## src/rtl/simplecpu_ctrl.sv

```systemverilog
`default_nettype none
// ============================================================================
// Module  : simplecpu_ctrl
// Brief   : Multi-cycle fetch/decode/execute/mem sequencer for simplecpu.
// Revision: 1.0
// ============================================================================
module simplecpu_ctrl #(
  parameter int PC_W        = 10,
  parameter int DADDR_W     = 8,
  parameter int RESET_PC    = 0,
  parameter int MEM_TIMEOUT = 15
) (
  input  logic               clk,
  input  logic               rst,
  input  logic [15:0]        i_imem_rdata,
  input  logic               i_imem_ack,
  input  logic               i_dmem_ack,
  input  logic               i_rd1_zero,
  output logic [PC_W-1:0]    o_pc,
  output logic               o_imem_ren,
  output logic               o_dmem_ren,
  output logic               o_dmem_wen,
  output logic [DADDR_W-1:0] o_dmem_addr,
  output logic [3:0]         o_rf_ra1,
  output logic [3:0]         o_rf_ra2,
  output logic [3:0]         o_rf_wa,
  output logic               o_rf_we,
  output logic [1:0]         o_wb_sel,
  output logic [1:0]         o_alu_op,
  output logic [15:0]        o_retired,
  output logic               o_halted,
  output logic               o_illegal,
  output logic               o_bus_err
);

  localparam int c_WAIT_W = (MEM_TIMEOUT < 1) ? 1 : $clog2(MEM_TIMEOUT + 1);
  localparam logic [c_WAIT_W-1:0] c_WAIT_MAX = c_WAIT_W'(MEM_TIMEOUT);
  localparam logic [PC_W-1:0]     c_RESET_PC = PC_W'(RESET_PC);

  localparam logic [3:0] c_OP_LOAD  = 4'h0;
  localparam logic [3:0] c_OP_STORE = 4'h1;
  localparam logic [3:0] c_OP_ADD   = 4'h2;
  localparam logic [3:0] c_OP_SUB   = 4'h3;
  localparam logic [3:0] c_OP_AND   = 4'h4;
  localparam logic [3:0] c_OP_OR    = 4'h5;
  localparam logic [3:0] c_OP_LDI   = 4'h6;
  localparam logic [3:0] c_OP_JMP   = 4'h8;
  localparam logic [3:0] c_OP_BEQZ  = 4'h9;
  localparam logic [3:0] c_OP_HALT  = 4'hF;

  typedef enum logic [2:0] {
    S_FETCH  = 3'd0,
    S_DECODE = 3'd1,
    S_EXEC   = 3'd2,
    S_MEM    = 3'd3,
    S_HALT   = 3'd4
  } state_t;

  state_t              r_state;
  logic [PC_W-1:0]     r_pc;
  logic [15:0]         r_ir;
  logic [c_WAIT_W-1:0] r_wait;
  logic [15:0]         r_retired;
  logic                r_illegal;
  logic                r_bus_err;

  logic [3:0]      w_op;
  logic            w_is_load;
  logic            w_is_store;
  logic            w_is_alu;
  logic            w_is_ldi;
  logic            w_is_jmp;
  logic            w_is_beqz;
  logic            w_is_halt;
  logic            w_is_illegal;
  logic            w_wait_expired;
  logic [PC_W-1:0] w_pc_inc;
  logic [PC_W-1:0] w_pc_a8;

  assign w_op       = r_ir[15:12];
  assign w_is_load  = (w_op == c_OP_LOAD);
  assign w_is_store = (w_op == c_OP_STORE);
  assign w_is_alu   = (w_op == c_OP_ADD) || (w_op == c_OP_SUB) ||
                      (w_op == c_OP_AND) || (w_op == c_OP_OR);
  assign w_is_ldi   = (w_op == c_OP_LDI);
  assign w_is_jmp   = (w_op == c_OP_JMP);
  assign w_is_beqz  = (w_op == c_OP_BEQZ);
  assign w_is_halt  = (w_op == c_OP_HALT);
  assign w_is_illegal = !(w_is_load || w_is_store || w_is_alu || w_is_ldi ||
                          w_is_jmp || w_is_beqz || w_is_halt);

  assign w_wait_expired = (r_wait == c_WAIT_MAX);
  assign w_pc_inc       = r_pc + PC_W'(1);
  assign w_pc_a8        = PC_W'(r_ir[7:0]);

  // Strobes decode the registered state; rst masks them so a reset cycle,
  // even one landing mid-handshake, never presents a request.
  assign o_imem_ren = !rst && (r_state == S_FETCH);
  assign o_dmem_ren = !rst && (r_state == S_MEM) && w_is_load;
  assign o_dmem_wen = !rst && (r_state == S_MEM) && w_is_store;
  assign o_rf_we    = !rst && (((r_state == S_EXEC) && (w_is_alu || w_is_ldi)) ||
                               ((r_state == S_MEM) && w_is_load && i_dmem_ack));

  assign o_wb_sel    = w_is_load ? 2'b01 : (w_is_ldi ? 2'b10 : 2'b00);
  // ADD/SUB/AND/OR are opcodes 2..5; flipping bit 1 maps them onto 0..3.
  assign o_alu_op    = w_op[1:0] ^ 2'b10;
  assign o_rf_ra1    = (w_is_store || w_is_beqz) ? r_ir[11:8] : r_ir[7:4];
  assign o_rf_ra2    = r_ir[3:0];
  assign o_rf_wa     = r_ir[11:8];
  assign o_dmem_addr = r_ir[DADDR_W-1:0];
  assign o_pc        = r_pc;
  assign o_retired   = r_retired;
  assign o_halted    = (r_state == S_HALT);
  assign o_illegal   = r_illegal;
  assign o_bus_err   = r_bus_err;

  always_ff @(posedge clk) begin
    if (rst) begin
      r_state   <= S_FETCH;
      r_pc      <= c_RESET_PC;
      r_ir      <= '0;
      r_wait    <= '0;
      r_retired <= '0;
      r_illegal <= 1'b0;
      r_bus_err <= 1'b0;
    end else begin
      case (r_state)
        S_FETCH: begin
          if (i_imem_ack) begin
            r_ir    <= i_imem_rdata;
            r_state <= S_DECODE;
          end else if (w_wait_expired) begin
            r_bus_err <= 1'b1;
            r_state   <= S_HALT;
          end else begin
            r_wait <= r_wait + 1'b1;
          end
        end
        S_DECODE: begin
          r_state <= S_EXEC;
        end
        S_EXEC: begin
          r_wait <= '0;
          if (w_is_load || w_is_store) begin
            r_state <= S_MEM;
          end else if (w_is_halt) begin
            r_state <= S_HALT;
          end else begin
            r_state   <= S_FETCH;
            r_retired <= r_retired + 16'd1;
            if (w_is_jmp || (w_is_beqz && i_rd1_zero)) begin
              r_pc <= w_pc_a8;
            end else begin
              r_pc <= w_pc_inc;
            end
            if (w_is_illegal) begin
              r_illegal <= 1'b1;
            end
          end
        end
        S_MEM: begin
          if (i_dmem_ack) begin
            r_pc      <= w_pc_inc;
            r_retired <= r_retired + 16'd1;
            r_wait    <= '0;
            r_state   <= S_FETCH;
          end else if (w_wait_expired) begin
            r_bus_err <= 1'b1;
            r_state   <= S_HALT;
          end else begin
            r_wait <= r_wait + 1'b1;
          end
        end
        S_HALT: begin
          r_state <= S_HALT;
        end
        default: begin
          r_state <= S_HALT;
        end
      endcase
    end
  end

endmodule
`default_nettype wire

```

## config.mk

```make
export PLATFORM = sky130hd
export DESIGN_NAME = simplecpu_ctrl
export DESIGN_NICKNAME = d
export VERILOG_FILES = /design/src/rtl/simplecpu_ctrl.sv
export SDC_FILE = /design/constraint.sdc
export NUM_CORES = 1
export LEC_CHECK = 0
export CORE_MARGIN = 2
export CORE_UTILIZATION = 52
export DETAILED_ROUTE_END_ITERATION = 16
export PLACE_DENSITY_LB_ADDON = 0.3
export SLEW_MARGIN = 20
export SYNTH_ARGS = -nofsm -noshare
export SYNTH_HDL_FRONTEND = slang
export SYNTH_SLANG_ARGS = --single-unit
```

## constraint.sdc

```tcl
create_clock -name clk -period 4.1 [get_ports clk]
set_input_delay 0.82 -clock clk [delete_from_list [all_inputs] [get_ports clk]]
set_output_delay 0.82 -clock clk [all_outputs]
set_load 0.02 [all_outputs]
```

# Word level (Yosys, flattened, before mapping)
# Cells that the tools add are included.
dict set report word_totals {
  register_bits 51
  output_inout_bits 57
  inputBits 21
}
dict set report op_classes {
  bitwise 4
  reduce_logical 33
  n_addsub 3
  n_eq_ne 19
  mux 26
}
# operator n
set op_table {}
lappend op_table {{16-bit 2-to-1 mux} 3}
lappend op_table {{10-bit 2-to-1 mux} 4}
lappend op_table {{16-bit case mux with 2 select lines} 1}
lappend op_table {{10-bit case mux with 2 select lines} 1}
lappend op_table {{16-bit by 1-bit adder with 16-bit output (second input constant)} 1}
lappend op_table {{4-bit equality test (second input constant)} 4}
lappend op_table {{4-bit 2-to-1 mux} 4}
lappend op_table {{3-bit 2-to-1 mux} 5}
lappend op_table {{1-bit logical OR} 13}
lappend op_table {{4-bit by 3-bit equality test with 1-bit output (second input constant)} 3}
lappend op_table {{3-bit case mux with 4 select lines} 1}
lappend op_table {{4-bit case mux with 3 select lines} 1}
lappend op_table {{10-bit by 1-bit adder with 10-bit output (second input constant)} 1}
lappend op_table {{2-bit != test (second input constant)} 5}
lappend op_table {{1-bit logical AND} 9}
lappend op_table {{4-bit by 2-bit equality test with 1-bit output (second input constant)} 2}
lappend op_table {{4-bit AND reduction} 2}
lappend op_table {{3-bit by 2-bit equality test with 1-bit output (second input constant)} 2}
lappend op_table {{4-bit by 1-bit adder with 4-bit output (second input constant)} 1}
lappend op_table {{4-bit by 1-bit equality test with 1-bit output (second input constant)} 1}
lappend op_table {{4-bit logical NOT} 1}
lappend op_table {{2-bit 2-to-1 mux} 2}
lappend op_table {{1-bit inverter} 4}
lappend op_table {{2-bit AND reduction} 2}
lappend op_table {{9 further kinds} 12}

# Depth between registers and ports, before layout
# Gate-level depths: netlist (run 1).
dict set report logic_depth {
  ltp_word 11
  ltp_mapped 7
  ltp_nobuf 5
}

# Worst setup path after synthesis (run 1)
# OpenSTA, ideal clock, no wires.
dict set report synth_path {
  path_kind {input to output}
  start {in rst}
  end {out o_rf_we}
  slack_ns 1.108
  cell_stages 2
  arrival_time_ns 2.172
  path_buffers 0
  path_cell_list {or2_2 > a2111oi_0}
}
dict set report synth_between {
  elab_chain_cells 2
}
# item line_no
set synth_lines {}
lappend synth_lines {{start, declared} 14} ;# input logic rst,
lappend synth_lines {{1-bit logical NOT} 101} ;# assign o_rf_we = !rst && (((r_state == S_EXEC) && (w_is_alu || w_is_ldi)) ||
lappend synth_lines {{1-bit logical AND} 101}
lappend synth_lines {{end, declared} 27} ;# output logic o_rf_we,
# Every way passes these cells.

# Worst setup path in the final report (run 1)
dict set report layout_path {
  start {in i_dmem_ack}
  end {out o_rf_we}
}
dict set report layout_between {
  elab_chain_cells 3
}
# item line_no
set layout_lines {}
lappend layout_lines {{start, declared} 17} ;# input logic i_dmem_ack,
lappend layout_lines {{1-bit logical AND} 102} ;# ((r_state == S_MEM) && w_is_load && i_dmem_ack));
lappend layout_lines {{1-bit logical OR} 101}
lappend layout_lines {{1-bit logical AND} 101}
# Every way passes these cells.

==> metrics.csv, run 1 <==
stage,metric,value,unit
synthesis,ys flop type,dfxtp_1,
timing,final hold violations,0,
route,vias post-DR,2588,
route,initial drt markers,231,
synthesis,Mapped Area,2790,sq um
timing,achievable frequency,290,MHz
grt,global-route usage over all layers,0.221,
layout,Layout Area Growth over Synthesis,26.2,%
worst_setup_path,beginning of the critical path,i_dmem_ack,
clocking,CTS hold repair buffers,0,
synthesis,Mapped Avg Cell Area,8.16,sq um
min_path,hold crit path type,flip-flop to flip-flop,
power_and_ir_drop,total power,1.10,mW
layout,"most common cell after layout, fill and taps aside",clkdlybuf4s50_1,
clocking,Clock Latency Late Sink,300,ps
die,Die Height,77.3,um
grt,vias in the first global route,2322,
timing,final setup fails,0,
place,Inst Count DP,452,
clocking,CTS tree,yes,
timing,setup TNS,0,ps
worst_setup_path,"Arr. time, crit path",2630,ps
synthesis,Synth cell types,53,
clocking,post-CTS sizing,0,
route,drt wl/cell,14.2,um
clocking,clock root buffer,clkbuf_8,
place,Place WS,654,ps
clocking,CTS Sinks,51,
clocking,buffer count from post-CTS setup fixing,0,
worst_setup_path,r2r setup slk,1730,ps
timing,Setup Skew,5.28,ps
layout,fin util,0.685,
grt,GRT Residual Overflow,0,
layout,"commonest non-fill, non-tap cells in the layout","clkdlybuf4s50_1, dfxtp_1, nand2_1",
clocking,H-tree depth,2,
timing,Relative slew margins,0.352,
die,die span in x,77.3,um
die,num ports,78,
synthesis,yosys warns,0,
clocking,Max clock buf depth,2,
job,Max Cap Violations,0,
die,die area,5970,sq um
worst_setup_path,Critical Path End Type,primary output,
clocking,Worst-path clk slew,90,ps
die,Core Rows,26,
place,routability cong.,0.804,
worst_setup_path,R2R Path End,o_pc[8]$_SDFFE_PP0P_,
power_and_ir_drop,leakage,1.16,nW
place,DP Wirelength,4620,um
worst_setup_path,RR Startpoint,r_state[0]$_SDFF_PP0_,
route,DRC,0,
synthesis,number of flops mapped to enable cells by yosys,0,
synthesis,asr flop ratio synth,0,
min_path,min-delay src,o_illegal$_SDFFE_PP0P_,
route,Final ANT Viol Nets,0,
worst_setup_path,critical path type,primary input to primary output,
worst_setup_path,crit path launch type,primary input,
die,CORE AREA,5140,sq um
layout,share of post-route cells with drive strength above 1,0.0744,
synthesis,Synth top area share,0.366,
synthesis,Synth area leaders,"dfxtp_1, a21oi_1, nand2_1",
worst_setup_path,Critical Path Sink,o_rf_we,
layout,Layout Cells excl Fill,460,
place,PortBufs,77,
layout,diode count,0,
timing,minimum clock period,3450,ps
power_and_ir_drop,Pwr per Cell Area,313,nW/um^2
synthesis,Synth Instances,342,
layout,# fillers,444,
worst_setup_path,critical path peak fanout,5,
grt,initial antenna violation count,0,
synthesis,Synth area leader,dfxtp_1,
layout,FF+latch area,1020,sq um
synthesis,post-synthesis sequential area ratio,0.366,
worst_setup_path,r2r worst-path depth,4,
die,Starting Density,0.543,
min_path,Cells on Worst Hold Path,2,
layout,multi-input logic area,1460,sq um
timing,Pins Over Slew Limit,0,
synthesis,"flops & latches, synth",51,
run_status,outcome,completed,
grt,maximum number of pins on one net before global-route repair,50,
synthesis,syn nets,366,
route,routed wire length,6520,um
route,number of vias per cell,5.63,
worst_setup_path,critical path required time,3280,ps
power_and_ir_drop,maximum vdd drop,0.195,mV
timing,Final period util,0.842,
timing,measured slew at the worst slew-check pin,972,ps
grt,first-pass GRT wire length,10900,um
route,DR pass1 iterations,4,
clocking,CTS buffer count,5,
layout,nets,413,
timing,setup ws final,649,ps
timing,RSZ-0062 raised after global routing,no,
[metrics by stage]
step / instance area (sq um) / hold slack [ps]
2_1_floorplan: 2790 / 446
3_3_place_gp: 3410 / 437
3_5_place_dp: 3410 / 457
4_1_cts: 3520 / 472
5_1_grt: 3520 / 499
6_report: 3520 / 469
[routing by layer]
metal,part of all wire,GRT usage,up-vias
met2,0.47,0.353,78
met4,0.011,0.0625,0
li1,-,-,1310
met1,0.45,0.298,1193
met3,0.068,0.0518,7
met5,0,0,-
[area by class of cell]
class | count | share of cell area
inverter | 17 | 0.0181
clock inverter | 3 | 0.0124
clock buffer | 5 | 0.0195
multi-input combinational | 236 | 0.416
sequential | 51 | 0.290
tap | 70 | 0.0249
timing repair buffer | 78 | 0.220
[where the power goes]
part	total [mW]	internal, mW	switching (mW)
Combinational	0.201	0.0934	0.107
Clock	0.355	0.182	0.173
Sequential	0.545	0.515	0.0306
Total	1.10	0.790	0.311
[flip-flops by register name, indices dropped and copies added (netlist names)]
name and cells:
r_ir 16, o_pc 10, o_illegal 1, o_retired 16
r_wait 4, r_state 3, o_bus_err 1
[worst max-delay path, stage by stage]
cell	delay [ps]
clkdlybuf4s50_1	530
nand4_1	120
a2111oi_0	460
clkdlybuf4s50_1	700
[worst min path at each step]
stage | end | slack (ps)
2_1_floorplan | r_ir[10]$_SDFFE_PP0P_ | 450
3_3_place_gp | o_illegal$_SDFFE_PP0P_ | 440
3_5_place_dp | o_illegal$_SDFFE_PP0P_ | 460
4_1_cts | r_ir[11]$_SDFFE_PP0P_ | 470
5_1_grt | r_ir[8]$_SDFFE_PP0P_ | 500
6_report | o_illegal$_SDFFE_PP0P_ | 470
[kinds of logic after synthesis]
| kind of cell | share of synthesized area |
|---|---|
| compound gates | 0.204 |
| simple gates | 0.256 |
| buf+inv | 0.109 |
| fa+ha+maj | 0.0135 |
| xor+xnor | 0.00628 |
| flops | 0.366 |
| mux | 0.0448 |
[cell usage after synthesis, drive strengths merged, types with 2 or more instances]
cell and n:
nand3 7, clkinv 2, nand2 45, o21ai 9
nor2b 3, o2111ai 3, mux2i 8, nor3 12
o31ai 8, a31oi 3, inv 15, nor2 16
ha 3, nand4 8, mux2 4, a211oi 4
or3 11, or4 10, a21oi 40, nand3b 2
buf 30, dfxtp 51, clkbuf 8, and3 2
or2 4, nand2b 4, o32ai 7, xnor2 2
nor4 5, o21ba 2
(Power assumes the default switching activity.)
==> run 2, diff against run 1 <==
--- a/config.mk
+++ b/config.mk
@@ -6,7 +6,7 @@
 export NUM_CORES = 1
 export LEC_CHECK = 0
 export CORE_MARGIN = 2
-export CORE_UTILIZATION = 52
+export CORE_UTILIZATION = 48
 export DETAILED_ROUTE_END_ITERATION = 16
 export PLACE_DENSITY_LB_ADDON = 0.3
 export SLEW_MARGIN = 20
==> constraint.sdc (replaced) <==
create_clock -name clk -period 3.38 [get_ports clk]
set_input_delay 0.676 -clock clk [delete_from_list [all_inputs] [get_ports clk]]
set_output_delay 0.676 -clock clk [all_outputs]
set_load 0.02 [all_outputs]
==> run 2 against run 1 <==
  * Worst hold slack got worse by 2.0 ps
  * Clock skew grew 2.7 ps
  * Routed wire length grew 0.41%
  * Worst setup slack worse by 300 ps
  * Cell area is essentially flat
  * Clock power barely moved
  * Critical path type unchanged
==> metrics.csv, run 2 (same netlist as run 1, synthesis figures left out) <==
stage,metric,value,unit,change
die,Core Rows,27,,was 26
layout,diode count,0,,unchanged
route,initial drt markers,178,,was 231
place,routability cong.,0.818,,was 0.804
clocking,CTS tree,yes,,unchanged
worst_setup_path,r2r setup slk,1070,ps,was 1730 ps
route,vias post-DR,2623,,was 2588
clocking,Worst-path clk slew,100,ps,was 90 ps
power_and_ir_drop,clock share of power,0.282,,was 0.322
route,DRC,0,,unchanged
layout,Layout Area Growth over Synthesis,26.3,%,was 26.2%
power_and_ir_drop,leakage,1.16,nW,about the same
route,DR pass1 iterations,5,,was 4
timing,setup ws final,349,ps,was 649 ps
route,number of vias per cell,5.64,,was 5.63
clocking,H-tree depth,2,,unchanged
layout,fin util,0.632,,was 0.685
layout,"commonest non-fill, non-tap cells in the layout","clkdlybuf4s50_1, dfxtp_1, nand2_1",,unchanged
layout,share of post-route cells with drive strength above 1,0.0814,,was 0.0744
layout,Layout Cells excl Fill,465,,was 460
grt,vias in the first global route,2530,,was 2322
power_and_ir_drop,Pint,0.885,mW,was 0.790 mW
clocking,buffer count from post-CTS setup fixing,0,,unchanged
route,drt wl/cell,14.1,um,was 14.2 um
place,DP Area,3430,sq um,was 3410 sq um
place,DP Wirelength,4710,um,was 4620 um
die,die area,6440,sq um,was 5970 sq um
die,Die Height,80.2,um,was 77.3 um
grt,maximum number of pins on one net before global-route repair,50,,unchanged
timing,measured slew at the worst slew-check pin,839,ps,was 972 ps
timing,setup TNS,0,ps,unchanged
worst_setup_path,critical path required time,2700,ps,was 3280 ps
worst_setup_path,"Arr. time, crit path",2360,ps,was 2630 ps
worst_setup_path,Critical Path End Type,primary output,,unchanged
clocking,post-CTS sizing,0,,unchanged
job,Max Cap Violations,0,,unchanged
grt,initial antenna violation count,0,,unchanged
clocking,CTS hold repair buffers,0,,unchanged
layout,Finished Cell Area,3520,sq um,about the same
grt,first-pass GRT wire length,11200,um,was 10900 um
layout,"most common cell after layout, fill and taps aside",clkdlybuf4s50_1,,unchanged
worst_setup_path,critical path type,primary input to primary output,,unchanged
route,routed wire length,6550,um,was 6520 um
timing,Pins Over Slew Limit,0,,unchanged
worst_setup_path,crit path launch type,primary input,,unchanged
die,num ports,78,,unchanged
place,Place WS,339,ps,was 654 ps
timing,WHS,467,ps,was 469 ps
timing,final setup fails,0,,unchanged
power_and_ir_drop,switching fraction of total power,0.300,,was 0.282
clocking,CTS Sinks,51,,unchanged
die,Starting Density,0.501,,was 0.543
die,die span in x,80.2,um,was 77.3 um
timing,Final period util,0.897,,
clocking,Max clock buf depth,2,,unchanged
worst_setup_path,critical path peak fanout,5,,unchanged
timing,Relative slew margins,0.441,,was 0.352
clocking,CTS buffer count,5,,unchanged
timing,final hold violations,0,,unchanged
power_and_ir_drop,sw power,0.379,mW,was 0.311 mW
clocking,Clock Latency Late Sink,310,ps,was 300 ps
power_and_ir_drop,Comb pwr share,0.194,,was 0.182
timing,achievable frequency,330,MHz,
route,Final ANT Viol Nets,0,,unchanged
grt,GRT Residual Overflow,0,,unchanged
power_and_ir_drop,maximum vdd drop,0.219,mV,was 0.195 mV
grt,global-route usage over all layers,0.216,,was 0.221
layout,# fillers,516,,was 444
place,Inst Count DP,457,,was 452
timing,Setup Skew,7.96,ps,was 5.28 ps
clocking,clock root buffer,clkbuf_8,,unchanged
min_path,hold crit path type,flip-flop to flip-flop,,unchanged
timing,RSZ-0062 raised after global routing,no,,unchanged
run_status,outcome,completed,,unchanged
power_and_ir_drop,total power,1.26,mW,was 1.10 mW
layout,nets,416,,was 413
die,CORE AREA,5570,sq um,was 5140 sq um
timing,minimum clock period,3030,ps,
place,PortBufs,77,,unchanged
power_and_ir_drop,Reg power frac,0.524,,was 0.495
power_and_ir_drop,Pwr per Cell Area,359,nW/um^2,was 313 nW/um^2
-- run 2: changes by cell type in the layout (fill, tap and decap cells not counted) --
cell	before	now
bufinv_16	1	0
buf_4	1	4
clkinvlp_4	0	2
clkinv_4	1	0
-- run 2: path summary, 6_finish.rpt --
check / endpoint / startpoint / depth (start not counted)
worst max-delay path: o_rf_we / i_dmem_ack / 4
worst max register to register: o_retired[5]$_SDFFE_PP0P_ / r_state[0]$_SDFF_PP0_ / 4
worst min register to register: o_illegal$_SDFFE_PP0P_ / o_illegal$_SDFFE_PP0P_ / 2
worst min-delay path: o_illegal$_SDFFE_PP0P_ / o_illegal$_SDFFE_PP0P_ / 2
-- run 2: power by group through the flow --
stage | clock network, mW | registers (mW) | logic (mW)
6_report | 0.356 | 0.662 | 0.245
5_1_grt | 0.386 | 0.667 | 0.271
4_1_cts | 0.365 | 0.661 | 0.248
3_5_place_dp | 0 | 0.675 | 0.246
3_3_place_gp | 0 | 0.674 | 0.244
2_1_floorplan | 0 | 0.657 | 0.189
-- run 2: final cells by class --
| class | instances | area (sq um) | share of cell area |
|---|---|---|---|
| Tap cell | 72 | 90.1 | 0.0256 |
| Clock buffer | 5 | 68.8 | 0.0195 |
| Inverter | 17 | 63.8 | 0.0181 |
| Timing Repair Buffer | 81 | 796 | 0.226 |
| Multi-Input combinational cell | 236 | 1460 | 0.415 |
| Clock inverter | 3 | 20.0 | 0.00568 |
| Sequential cell | 51 | 1020 | 0.290 |
-- run 2: critical path, cell delays in order --
cell             delay [ps]
clkdlybuf4s50_1         530
nand4_1                 100
a2111oi_0               370
clkdlybuf4s50_1         670
-- run 2: routing by layer --
metal / routed length, um / track usage / vias up / share of wire
met1: 3030 / 0.271 / 1223 / 0.46
met5: 0 / 0 / - / 0
li1: - / - / 1323 / -
met4: 47 / 0.0593 / 0 / 0.0072
met3: 387 / 0.0562 / 4 / 0.059
met2: 3090 / 0.365 / 73 / 0.47
==> run 3, diff against run 2 <==
--- a/config.mk
+++ b/config.mk
@@ -9,7 +9,9 @@
 export CORE_UTILIZATION = 48
 export DETAILED_ROUTE_END_ITERATION = 16
 export PLACE_DENSITY_LB_ADDON = 0.3
+export RECOVER_POWER = 25
 export SLEW_MARGIN = 20
 export SYNTH_ARGS = -nofsm -noshare
 export SYNTH_HDL_FRONTEND = slang
 export SYNTH_SLANG_ARGS = --single-unit
+export TNS_END_PERCENT = 30
==> run 3 against run 2 <==
  * Flip-flop and latch count unchanged
  * Clock skew down 0.51 ps
  * Register-to-register slack about the same
  * Utilization unchanged
  * Worst hold slack worse by 3.9 ps
  * First-iteration DRC count up 2.2%
  * Count of clock-buffer cells in the layout unchanged
  * Total power down 0.12%
  * Largest cell class unchanged
==> metrics.csv, run 3 (same netlist as run 1, synthesis figures left out) <==
stage,metric,value,unit,change
grt,vias in the first global route,2530,,unchanged
timing,RSZ-0062 raised after global routing,no,,unchanged
layout,"most common cell after layout, fill and taps aside",clkdlybuf4s50_1,,unchanged
min_path,Cells on Worst Hold Path,2,,unchanged
clocking,CTS Sinks,51,,unchanged
worst_setup_path,Crit path largest cell delay,670,ps,about the same
timing,Pins Over Slew Limit,0,,unchanged
place,DP Wirelength,4710,um,unchanged
timing,setup TNS,0,ps,unchanged
worst_setup_path,crit path launch type,primary input,,unchanged
route,routed wire length,6560,um,was 6550 um
route,number of vias per cell,5.62,,was 5.64
worst_setup_path,RR Startpoint,r_state[0]$_SDFF_PP0_,,unchanged
timing,achievable frequency,322,MHz,was 330 MHz
grt,GRT Residual Overflow,0,,unchanged
route,vias post-DR,2614,,was 2623
run_status,outcome,completed,,unchanged
worst_setup_path,r2r setup slk,1070,ps,about the same
timing,final hold violations,0,,unchanged
job,Max Cap Violations,0,,unchanged
die,die span in x,80.2,um,unchanged
layout,"commonest non-fill, non-tap cells in the layout","clkdlybuf4s50_1, dfxtp_1, nand2_1",,unchanged
worst_setup_path,worst path cell trace,"dlygate4sd3_1, nand4_1, a2111oi_0, clkdlybuf4s50_1",,"was clkdlybuf4s50_1, nand4_1, a2111oi_0, clkdlybuf4s50_1"
worst_setup_path,critical path peak fanout,5,,unchanged
worst_setup_path,Bufs and invs on worst path,2,,unchanged
clocking,CTS hold repair buffers,0,,unchanged
die,CORE AREA,5570,sq um,unchanged
layout,Layout Area Growth over Synthesis,26.3,%,unchanged
worst_setup_path,critical path type,primary input to primary output,,unchanged
route,Final ANT Viol Nets,0,,unchanged
route,DRC,0,,unchanged
layout,Finished Cell Area,3520,sq um,unchanged
worst_setup_path,"Slowest-stage cell, CP",clkdlybuf4s50_1,,unchanged
timing,Relative slew margins,0.446,,was 0.441
clocking,clock root buffer,clkbuf_8,,unchanged
clocking,CTS tree,yes,,unchanged
worst_setup_path,r2r worst-path depth,4,,unchanged
grt,first-pass GRT wire length,11200,um,unchanged
timing,Final period util,0.918,,was 0.897
place,DP Area,3430,sq um,unchanged
timing,WHS,463,ps,was 467 ps
power_and_ir_drop,maximum vdd drop,0.218,mV,was 0.219 mV
power_and_ir_drop,Pwr per Cell Area,358,nW/um^2,was 359 nW/um^2
layout,nets,416,,unchanged
min_path,hold path endpoint,o_illegal$_SDFFE_PP0P_,,unchanged
die,Die Height,80.2,um,unchanged
grt,global-route usage over all layers,0.216,,unchanged
worst_setup_path,beginning of the critical path,i_dmem_ack,,unchanged
layout,share of post-route cells with drive strength above 1,0.0789,,was 0.0814
timing,Setup Skew,7.45,ps,was 7.96 ps
worst_setup_path,critical path required time,2700,ps,about the same
clocking,Worst-path clk slew,100,ps,about the same
clocking,post-CTS sizing,0,,unchanged
grt,initial antenna violation count,0,,unchanged
power_and_ir_drop,leakage,1.17,nW,was 1.16 nW
worst_setup_path,cell family with the largest share of critical-path delay,buffers and inverters,,unchanged
die,die area,6440,sq um,unchanged
clocking,buffer count from post-CTS setup fixing,0,,unchanged
clocking,Clock Latency Late Sink,310,ps,about the same
min_path,hold crit path type,flip-flop to flip-flop,,unchanged
place,PortBufs,77,,unchanged
worst_setup_path,"Arr. time, crit path",2430,ps,was 2360 ps
timing,minimum clock period,3100,ps,was 3030 ps
clocking,CTS buffer count,5,,unchanged
die,Starting Density,0.501,,unchanged
grt,maximum number of pins on one net before global-route repair,50,,unchanged
worst_setup_path,Critical Path End Type,primary output,,unchanged
worst_setup_path,R2R Path End,o_retired[5]$_SDFFE_PP0P_,,unchanged
layout,diode count,0,,unchanged
route,drt wl/cell,14.1,um,about the same
timing,final setup fails,0,,unchanged
die,num ports,78,,unchanged
timing,measured slew at the worst slew-check pin,831,ps,was 839 ps
clocking,H-tree depth,2,,unchanged
min_path,min-delay src,o_illegal$_SDFFE_PP0P_,,unchanged
clocking,Max clock buf depth,2,,unchanged
route,DR pass1 iterations,4,,was 5
die,Core Rows,27,,unchanged
place,routability cong.,0.818,,unchanged
power_and_ir_drop,total power,1.26,mW,about the same
route,initial drt markers,182,,was 178
## run 3: area by class of cell
| cell class | instances | area, sq um |
|---|---|---|
| inverter | 17 | 63.8 |
| timing repair buffer | 81 | 796 |
| multi-input combinational | 236 | 1460 |
| tap | 72 | 90.1 |
| clock inverter | 3 | 20.0 |
| fill | 516 | 2050 |
| clock buffer | 5 | 68.8 |
| sequential | 51 | 1020 |
## run 3: worst register-to-register path, cell delays in order, from the launching register on
cell,delay (ps)
dfxtp_1,730
or4_4,260
o2111ai_2,440
or4_1,650
a21oi_1,150
## run 3: worst max path at each step
stage,cells past startpoint,slack [ps],to
floorplan,2,680,o_rf_we
global route,4,120,o_rf_we
CTS,4,340,o_rf_we
detailed placement,4,340,o_rf_we
finish,4,280,o_rf_we
global placement,4,330,o_rf_we
## run 3: where the power goes
| part | total (mW) | internal, mW | switching (mW) |
|---|---|---|---|
| combinational | 0.245 | 0.115 | 0.129 |
| clock | 0.356 | 0.145 | 0.211 |
| sequential | 0.662 | 0.624 | 0.0372 |
## run 3: layer usage
metal / track usage / vias to the layer above / share of wire / routed length, um
met1: 0.271 / 1216 / 0.46 / 3020
li1: - / 1320 / - / -
met5: 0 / - / 0 / 0
met4: 0.0593 / 0 / 0.0072 / 47
met2: 0.365 / 74 / 0.47 / 3090
met3: 0.0562 / 4 / 0.062 / 407
## run 3: through the flow
step | setup WS, ps | instances | utilization
floorplan | 676 | 342 | -
global placement | 329 | 457 | 0.616
detailed placement | 339 | 457 | 0.616
CTS | 339 | 465 | 0.632
global route | 123 | 465 | 0.632
finish | 276 | 465 | 0.632
